$ cat config.mk
export PLATFORM = sky130hd
export DESIGN_NAME = sprite_rom_scheduler_flat
export DESIGN_NICKNAME = d
export VERILOG_FILES = /design/src/rtl/sprite_rom_scheduler_if.sv /design/src/rtl/sprite_rom_scheduler.sv /design/src/flat_wrapper.sv
export SDC_FILE = /design/constraint.sdc
export NUM_CORES = 1
export LEC_CHECK = 0
export CAP_MARGIN = 20
export CORE_MARGIN = 3
export CORE_UTILIZATION = 50
export CTS_CLUSTER_SIZE = 25
export DETAILED_ROUTE_END_ITERATION = 12
export HOLD_SLACK_MARGIN = 0.12
export PLACE_DENSITY = 0.79
export SKIP_CTS_REPAIR_TIMING = 1
export SYNTH_ARGS = -nofsm -noshare
export SYNTH_HDL_FRONTEND = slang
export SYNTH_SLANG_ARGS = --single-unit
$ cat constraint.sdc
create_clock -name vga_clk -period 4.4 [get_ports vga_clk]
set_input_delay 0.44 -clock vga_clk [delete_from_list [all_inputs] [get_ports vga_clk]]
set_output_delay 0.44 -clock vga_clk [all_outputs]
set_load 0.02 [all_outputs]
$ cat src/rtl/sprite_rom_scheduler_if.sv
// Sprite-table configuration bus between game logic (master) and the
// sprite scheduler (slave). cfg_pending reports uncommitted shadow writes.
interface sprite_rom_scheduler_if #(
  parameter int NUM_SPR = 4,
  parameter int NUM_IMG = 8
);
  localparam int SLOT_W = (NUM_SPR > 1) ? $clog2(NUM_SPR) : 1;
  localparam int IMG_W  = (NUM_IMG > 1) ? $clog2(NUM_IMG) : 1;

  logic              cfg_we;
  logic [SLOT_W-1:0] cfg_idx;
  logic              cfg_en;
  logic [9:0]        cfg_x;
  logic [9:0]        cfg_y;
  logic [IMG_W-1:0]  cfg_img;
  logic              cfg_pending;

  modport master (
    output cfg_we, cfg_idx, cfg_en, cfg_x, cfg_y, cfg_img,
    input  cfg_pending
  );

  modport slave (
    input  cfg_we, cfg_idx, cfg_en, cfg_x, cfg_y, cfg_img,
    output cfg_pending
  );
endinterface

$ cat src/rtl/sprite_rom_scheduler.sv
// Sprite ROM scheduler: per pixel, selects the highest-priority enabled
// sprite covering (DrawX, DrawY), addresses the shared sprite ROM, and
// registers the returned palette index with a transparency-qualified hit.
// The sprite table is double-buffered; writes land in a shadow copy that is
// committed to the active copy on frame_start so a frame never tears.
module sprite_rom_scheduler #(
  parameter int NUM_SPR = 4,
  parameter int SPR_W   = 32,
  parameter int SPR_H   = 32,
  parameter int NUM_IMG = 8,
  parameter int ADDR_W  = 13,
  parameter int IDX_W   = 4
) (
  input  logic                      vga_clk,
  input  logic                      reset_n,
  input  logic                      frame_start,
  input  logic [9:0]                DrawX,
  input  logic [9:0]                DrawY,
  input  logic                      blank,
  sprite_rom_scheduler_if.slave     cfg,
  output logic [ADDR_W-1:0]         rom_address,
  input  logic [IDX_W-1:0]          rom_q,
  output logic                      spr_hit,
  output logic [((NUM_SPR > 1) ? $clog2(NUM_SPR) : 1)-1:0] spr_slot,
  output logic [IDX_W-1:0]          spr_index
);
  localparam int SLOT_W = (NUM_SPR > 1) ? $clog2(NUM_SPR) : 1;
  localparam int IMG_W  = (NUM_IMG > 1) ? $clog2(NUM_IMG) : 1;
  localparam int XB     = $clog2(SPR_W);
  localparam int YB     = $clog2(SPR_H);
  localparam logic [9:0] SPR_W10 = 10'(SPR_W);
  localparam logic [9:0] SPR_H10 = 10'(SPR_H);

  typedef struct packed {
    logic             en;
    logic [9:0]       x;
    logic [9:0]       y;
    logic [IMG_W-1:0] img;
  } entry_t;

  entry_t shadow [NUM_SPR];
  entry_t active [NUM_SPR];
  entry_t wr_entry;

  logic [NUM_SPR-1:0] wr_sel;
  logic [NUM_SPR-1:0] hit;
  logic [ADDR_W-1:0]  slot_addr [NUM_SPR];

  logic               any_hit;
  logic [SLOT_W-1:0]  sel;

  // Pipeline stage-0 registers (slot and valid travel with rom_address)
  logic               v0_reg;
  logic [SLOT_W-1:0]  slot0_reg;

  assign wr_entry = '{en: cfg.cfg_en, x: cfg.cfg_x, y: cfg.cfg_y, img: cfg.cfg_img};

  // Per-slot write decode, hit test and image-relative ROM address.
  // The 10-bit unsigned differences wrap for pixels left of / above the
  // sprite, so a single "< size" compare covers both bounds and never wraps
  // a sprite around the screen edge.
  generate
    for (genvar gi = 0; gi < NUM_SPR; gi++) begin : g_slot
      logic [9:0] dx;
      logic [9:0] dy;
      assign wr_sel[gi]    = cfg.cfg_we && (cfg.cfg_idx == SLOT_W'(gi));
      assign dx            = DrawX - active[gi].x;
      assign dy            = DrawY - active[gi].y;
      assign hit[gi]       = active[gi].en && (dx < SPR_W10) && (dy < SPR_H10);
      // Power-of-two sizes make img*W*H + dy*W + dx a plain bit concatenation
      assign slot_addr[gi] = ADDR_W'({active[gi].img, dy[YB-1:0], dx[XB-1:0]});
    end
  endgenerate

  // Priority encoder: lowest-numbered hitting slot wins
  always_comb begin
    any_hit = 1'b0;
    sel     = '0;
    for (int i = NUM_SPR - 1; i >= 0; i--) begin
      if (hit[i]) begin
        any_hit = 1'b1;
        sel     = SLOT_W'(i);
      end
    end
  end

  // Shadow/active sprite tables; a write coinciding with frame_start is
  // forwarded straight into the commit
  always_ff @(posedge vga_clk) begin
    if (!reset_n) begin
      for (int i = 0; i < NUM_SPR; i++) begin
        shadow[i] <= '0;
        active[i] <= '0;
      end
    end else begin
      for (int i = 0; i < NUM_SPR; i++) begin
        if (wr_sel[i]) begin
          shadow[i] <= wr_entry;
        end
        if (frame_start) begin
          active[i] <= wr_sel[i] ? wr_entry : shadow[i];
        end
      end
    end
  end

  // Pending flag: set by a write, cleared by the commit (commit wins)
  always_ff @(posedge vga_clk) begin
    if (!reset_n) begin
      cfg.cfg_pending <= 1'b0;
    end else if (frame_start) begin
      cfg.cfg_pending <= 1'b0;
    end else if (cfg.cfg_we) begin
      cfg.cfg_pending <= 1'b1;
    end
  end

  // Stage 0: register ROM address, valid and winning slot
  always_ff @(posedge vga_clk) begin
    if (!reset_n) begin
      rom_address <= '0;
      v0_reg      <= 1'b0;
      slot0_reg   <= '0;
    end else begin
      rom_address <= any_hit ? slot_addr[sel] : '0;
      v0_reg      <= any_hit && blank;
      slot0_reg   <= sel;
    end
  end

  // Stage 1: capture ROM data; index 0 is transparent and does not fall
  // through to a lower-priority sprite
  always_ff @(posedge vga_clk) begin
    if (!reset_n) begin
      spr_hit   <= 1'b0;
      spr_slot  <= '0;
      spr_index <= '0;
    end else begin
      spr_index <= rom_q;
      spr_slot  <= slot0_reg;
      spr_hit   <= v0_reg && (rom_q != '0);
    end
  end

endmodule

$ cat src/flat_wrapper.sv
// flat-port wrapper written by rule: the top's interface ports become plain ports
module sprite_rom_scheduler_flat 
#(
  parameter int NUM_SPR = 4,
  parameter int SPR_W   = 32,
  parameter int SPR_H   = 32,
  parameter int NUM_IMG = 8,
  parameter int ADDR_W  = 13,
  parameter int IDX_W   = 4
)
  (vga_clk, reset_n, frame_start, DrawX, DrawY, blank, rom_address, rom_q, spr_hit, spr_slot, spr_index, cfg_cfg_we, cfg_cfg_idx, cfg_cfg_en, cfg_cfg_x, cfg_cfg_y, cfg_cfg_img, cfg_cfg_pending);
  sprite_rom_scheduler_if #(.NUM_SPR(NUM_SPR), .NUM_IMG(NUM_IMG)) cfg_i ();
  input  logic vga_clk;
  input  logic reset_n;
  input  logic frame_start;
  input  logic [9:0] DrawX;
  input  logic [9:0] DrawY;
  input  logic blank;
  output logic [ADDR_W-1:0] rom_address;
  input  logic [IDX_W-1:0] rom_q;
  output logic spr_hit;
  output logic [((NUM_SPR > 1) ? $clog2(NUM_SPR) : 1)-1:0] spr_slot;
  output logic [IDX_W-1:0] spr_index;
  input wire logic [$bits(cfg_i.cfg_we)-1:0] cfg_cfg_we;
  input wire logic [$bits(cfg_i.cfg_idx)-1:0] cfg_cfg_idx;
  input wire logic [$bits(cfg_i.cfg_en)-1:0] cfg_cfg_en;
  input wire logic [$bits(cfg_i.cfg_x)-1:0] cfg_cfg_x;
  input wire logic [$bits(cfg_i.cfg_y)-1:0] cfg_cfg_y;
  input wire logic [$bits(cfg_i.cfg_img)-1:0] cfg_cfg_img;
  output wire logic [$bits(cfg_i.cfg_pending)-1:0] cfg_cfg_pending;
  assign cfg_i.cfg_we = cfg_cfg_we;
  assign cfg_i.cfg_idx = cfg_cfg_idx;
  assign cfg_i.cfg_en = cfg_cfg_en;
  assign cfg_i.cfg_x = cfg_cfg_x;
  assign cfg_i.cfg_y = cfg_cfg_y;
  assign cfg_i.cfg_img = cfg_cfg_img;
  assign cfg_cfg_pending = cfg_i.cfg_pending;
  sprite_rom_scheduler #(.NUM_SPR(NUM_SPR), .SPR_W(SPR_W), .SPR_H(SPR_H), .NUM_IMG(NUM_IMG), .ADDR_W(ADDR_W), .IDX_W(IDX_W)) u_core (.vga_clk(vga_clk), .reset_n(reset_n), .frame_start(frame_start), .DrawX(DrawX), .DrawY(DrawY), .blank(blank), .cfg(cfg_i), .rom_address(rom_address), .rom_q(rom_q), .spr_hit(spr_hit), .spr_slot(spr_slot), .spr_index(spr_index));
endmodule
* Word-level counts from Yosys, hierarchy flattened
Memories as Yosys holds them, arrays and structs flattened. Cells that the tools add are included.
Operators by class: add/sub/neg operators 8, magnitude comparators 9, equality and inequality tests 3, mux-type cells 39, bitwise logic cells 10, reductions and logical operators 18
Operators by type and width (number):
- two-way mux 24 bit | 12
- < comparator 10 x 6 -> 1 bit (second input constant) | 8
- subtractor 10 bit | 8
- binary-select mux 13 bit (select 2 bit) | 1
- two-way mux 13 bit | 2
- two-way mux 1 bit | 20
- logical AND 1 bit | 14
- two-way mux 2 bit | 4
- OR 1 bit | 8
- equality test 2 bit (second input constant) | 2
- nonzero test 4 bit | 1
- greater-or-equal comparator 3 bit (second input constant) | 1
- NOT 2 -> 3 bit | 1
- equality test 2 x 1 -> 1 bit (second input constant) | 1
- zero test 2 bit | 1
- AND reduction 2 bit | 1
- OR reduction 2 bit | 1
- NOT 1 bit | 1
Storage, ports and cells: flip-flop bits (word level) 24, memory bits (writable) 192, input bits 55, output and inout port bits 21, logic and storage cells 96, memories 2
Memories:
- u_core.active | words 4, width 24, read ports 4, clocked after Yosys merged registers in 0, write ports 4, line sprite_rom_scheduler.sv:42 | entry_t active [NUM_SPR];
- u_core.shadow | words 4, width 24, read ports 4, clocked after Yosys merged registers in 0, write ports 4, line sprite_rom_scheduler.sv:41 | entry_t shadow [NUM_SPR];

* Depth between registers and ports, before layout
depth after elaboration 12, mapped depth 16

* Worst setup path before layout
Ideal clock, no wire load.
kind input to register, start in reset_n, end mem u_core.active[0][0] (netlist name) (enable), data arrival time 3.008 ns, slack 0.920 ns, stages 3, cell sequence clkbuf_1 clkbuf_1 nand2b_1
RTL lines:
- start: declaration | line flat_wrapper.sv:14 | input logic reset_n;
- end: declaration | line sprite_rom_scheduler.sv:42

* Worst setup path after layout
start in DrawY[0], end reg u_core.rom_address[4]
On the way: longest elaborated chain between the ends 11, elaborated cells between the ends (all ways) 25, those cells by class add/sub (4); order compare (4); mux (11); bitwise (1); reduce/logical (5)
Ends and longest elaborated chain:
- start: declaration | line flat_wrapper.sv:17 | input logic [9:0] DrawY;
- subtractor 10 bit | line sprite_rom_scheduler.sv:68 | assign dy = DrawY - active[gi].y;
- < comparator 10 x 6 -> 1 bit | line sprite_rom_scheduler.sv:69 | assign hit[gi] = active[gi].en && (dx < SPR_W10) && (dy < SPR_H10);
- logical AND 1 bit | line sprite_rom_scheduler.sv:69
- two-way mux 2 bit (4 in a row) | line sprite_rom_scheduler.sv:80 | if (hit[i]) begin
- NOT 2 -> 3 bit (implied by the code) | line sprite_rom_scheduler.sv:125 | rom_address <= any_hit ? slot_addr[sel] : '0;
- binary-select mux 13 bit (select 2 bit) | line sprite_rom_scheduler.sv:125
- two-way mux 13 bit (implied by the code) (2 in a row) | line sprite_rom_scheduler.sv:125
- end signal: assignment | line sprite_rom_scheduler.sv:125
- end: declaration | line sprite_rom_scheduler.sv:21 | output logic [ADDR_W-1:0] rom_address,
Several ways; a longest one is shown, not always the timed one. The select of a mux whose other input is x is not followed. A chain may end at the register's enable or synchronous reset.

==> results.md <==
* Outcome: finished, final reports clean
* Fillers at around 2000
* Remaining Overflow, GRT at 0
* # Max-Cap Violations at 0
* Via density at between 5 and 6
* Via Count at between 9000 and 10000
* R2r setup slk at 0.69 ns
* Starting DRT DRC Count at 1184
* GR Util met1 at a little over a third
* Yosys cell types at ~70
* Maximum fanout along the worst path at 8
* Largest regs: u_core.active x96, u_core.shadow x96, u_core.rom_address x13
* Mean Syn Cell Area at about 10 sq um
* Number of synthesized flops with an enable pin at approximately 190
* Hold Path Class: flop to flop
* Clk_lat worst skew at approximately 0.52 ns
* CTS Buffer Depth at 3
* Share of cells above drive strength 1 at about 6.2%
* Antenna cells at 0
* Hpwl dp at 22600 um
* RSZ-0062 raised after global routing: false
* Setup TNS Final at 0 ns
* Worst Path Buf+Inv at 4
* Die area at roughly 27000 sq um
* Crit-path cells: clkdlybuf4s50_1 > inv_1 > ha_1 > inv_1 > fa_1 > a211o_1 > a21oi_2 > o2bb2ai_1 > xnor2_1 > or4_4 > nor4_4 > a41oi_2 > nor2b_4 > buf_4 > mux2i_1 > o22ai_1
* Worst hold slack at between 0.4 and 0.5 ns
* Net total in the final layout at between 1000 and 1500
* Fin crit period at 3.80 ns
* Wire length per cell at between 15 and 20 um
* Yosys warns at 0
* Most common cell after layout, fill and taps aside: nand2_1
* Most frequent cells in the layout: nand2_1, edfxtp_1, a21oi_1, and3_1, inv_1
* Num CTS Buffers at 23
* First-pass GRT wire length at a little over 50000 um
* DRC at 0
* Pwr dens at about 370 nW/um^2
* Pleak at 5.92 nW
* CP Class: input port to flop
* Max Slew Vio Count at 0
* Rel. slew slack at a little over half
* Drt first pass iters at 5
* Endpoints failing setup at 0
* Worst Setup End Kind: flop
* Synth Flop Type: edfxtp_1
* Final Hold Viols at 0
* Worst Setup SP: DrawY[0]
* Root buffer cell: clkbuf_16
* Critical Path Stages at 16
* Seq/Total Area, Yosys at between 40% and 50%
* FMAX at 263 MHz
* Clk sink count at 216
* Post-Route WL at approximately 32000 um
* Post-synthesis async set-or-reset flop share at 0%
* Pin count of the biggest net entering global routing at a little under 50
* Clk slew on worst S/H paths at 0.06 ns
* Core Region at approximately 24000 sq um
* Busiest grt layer: met2
* Mapped Cells at ~1200
* Crit path launch type: input port
* Mapped cell area at ~13000 sq um
* CP peak stage delay at around 0.55 ns
* Seq cells post-synth at about 220
* Most used cell, CP: inv_1
* WP data required at 4.76 ns
* Remaining antenna violation count at 0
* Critical R2R Launch: u_core.active[0][51]$_SDFFCE_PN0P_
* Reg-to-Reg End: u_core.rom_address[4]$_SDFF_PN0_
* CP Capture Point: u_core.rom_address[4]$_SDFF_PN0_
* Slowest CP cell: or4_4
* Worst path top cell family by delay: simple AND/OR/NAND/NOR gates
* Met3 Usage GRT at roughly 4.3%
* Clk_skew at approximately 0.024 ns
* # port buffers at 75
* Arrival time at the worst endpoint at approximately 4.2 ns
* Worst-Margin Slew at just under 0.7 ns
* Initial antenna violation count at 0
* Die H at about 160 um
* Number of H-tree levels at 1
* Row cnt at 57
* Mapped Nets at about 1400
* I/O Pins at 76
* Syn-to-layout area delta at 14.8%
* GRT Overall Usage at 24.1%
* Final period util at 86.3%
* GP Congestion at just over 0.9
* TritonCTS clock tree: done
* Max VDD drop at 269 uV
* Vias in the first global route at roughly 9300
* Die X at 164 um
* M2 GR Usage at between 30 and 40%
* Reg2reg path depth at 14
* Initial core utilization at approximately half
==> layer usage <==
layer / vias up / wire length, um
li1: 4586 / -
met1: 4571 / 14000
met2: 497 / 14300
met3: 61 / 3290
met4: 0 / 717
met5: - / 0
==> per-stage QoR <==
step | total power [W] | std cells | utilization (%) | worst slack [ns] | instance area (sq um)
finish | 0.00533 | 1649 | 58.7 | 0.601 | 14400
global route | 0.00556 | 1649 | 58.7 | 0.351 | 14400
CTS | 0.00534 | 1647 | 58.6 | 0.603 | 14300
detailed placement | 0.00341 | 1605 | 55.5 | 0.0827 | 13600
global placement | 0.00339 | 1605 | 55.5 | 0.204 | 13600
floorplan | 0.00310 | 1246 | - | 0.920 | 12500
==> worst min path at each step <==
| stage | slack, ns | start | end | cells after the start |
|---|---|---|---|---|
| 6_report | 0.44 | u_core.slot0_reg[1]$_SDFF_PN0_ | u_core.spr_slot[1]$_SDFF_PN0_ | 1 |
| 5_1_grt | 0.45 | u_core.slot0_reg[0]$_SDFF_PN0_ | u_core.spr_slot[0]$_SDFF_PN0_ | 1 |
| 4_1_cts | 0.44 | u_core.slot0_reg[1]$_SDFF_PN0_ | u_core.spr_slot[1]$_SDFF_PN0_ | 1 |
| 3_5_place_dp | 0.43 | u_core.slot0_reg[1]$_SDFF_PN0_ | u_core.spr_slot[1]$_SDFF_PN0_ | 1 |
| 3_3_place_gp | 0.42 | u_core.slot0_reg[0]$_SDFF_PN0_ | u_core.spr_slot[0]$_SDFF_PN0_ | 1 |
| 2_1_floorplan | 0.41 | u_core.v0_reg$_SDFF_PN0_ | u_core.spr_hit$_SDFF_PN0_ | 2 |
==> cells by family after synthesis <==
family / count (synthesis) / share of synthesized area, %
buffers and inverters: 153 / 4.95
flip-flops: 216 / 49.9
XOR/XNOR: 39 / 2.73
adder cells (fa/ha/maj): 80 / 8.48
AO/OA/AOI/OAI: 267 / 13.2
AND/OR/NAND/NOR: 455 / 17.8
multiplexers: 36 / 2.95
==> synth_stat cells (3+ instances only) <==
| cell | count | area, sq um |
|---|---|---|
| xor2_1 | 19 | 166 |
| and3_1 | 102 | 638 |
| nand3_1 | 4 | 20.0 |
| a21o_1 | 20 | 150 |
| nor2b_1 | 15 | 93.8 |
| o2111ai_1 | 4 | 35.0 |
| nand2_1 | 227 | 852 |
| fa_1 | 8 | 160 |
| nor2_1 | 31 | 116 |
| o2bb2ai_1 | 3 | 26.3 |
| a21oi_1 | 135 | 676 |
| o21bai_1 | 3 | 22.5 |
| a31oi_1 | 3 | 18.8 |
| a221oi_1 | 4 | 35.0 |
| o21ai_0 | 26 | 130 |
| a21boi_0 | 3 | 22.5 |
| or3_1 | 6 | 37.5 |
| dfxtp_1 | 24 | 480 |
| nor3_1 | 17 | 85.1 |
| mux2i_1 | 29 | 290 |
| ha_1 | 72 | 901 |
| xnor2_1 | 20 | 175 |
| o21a_1 | 9 | 67.6 |
| nand2b_1 | 10 | 62.6 |
| a2111oi_0 | 3 | 26.3 |
| nand3b_1 | 5 | 37.5 |
| o2111a_1 | 3 | 33.8 |
| or2_2 | 3 | 18.8 |
| inv_1 | 90 | 338 |
| a211oi_1 | 4 | 30.0 |
| o211ai_1 | 7 | 52.6 |
| clkbuf_1 | 55 | 206 |
| mux2_1 | 3 | 33.8 |
| and2_1 | 11 | 68.8 |
| nor3b_1 | 4 | 30.0 |
| nand4_1 | 8 | 50.1 |
| buf_1 | 3 | 11.3 |
| edfxtp_1 | 192 | 5770 |
| o22ai_1 | 12 | 75.1 |
| o21ai_1 | 5 | 25.0 |
| mux2_2 | 4 | 45.0 |
==> power by group <==
group / leakage [nW] / switching, W / internal [W]
Combinational: 3.36 / 0.000583 / 0.000381
Sequential: 2.20 / 0.0000501 / 0.00238
Clock: 0.366 / 0.000796 / 0.00115
Total: 5.92 / 0.00143 / 0.00390
==> area by class of cell <==
class / count / area [sq um] / share of cell area (%)
Multi-Input combinational cell: 877 / 5670 / 39.5
Inverter: 91 / 342 / 2.38
Sequential cell: 216 / 6250 / 43.5
Clock buffer: 28 / 594 / 4.14
Clock inverter: 14 / 159 / 1.11
Tap cell: 324 / 405 / 2.82
Timing Repair Buffer: 99 / 953 / 6.63
Note: power is estimated with default switching activity, not from simulation.
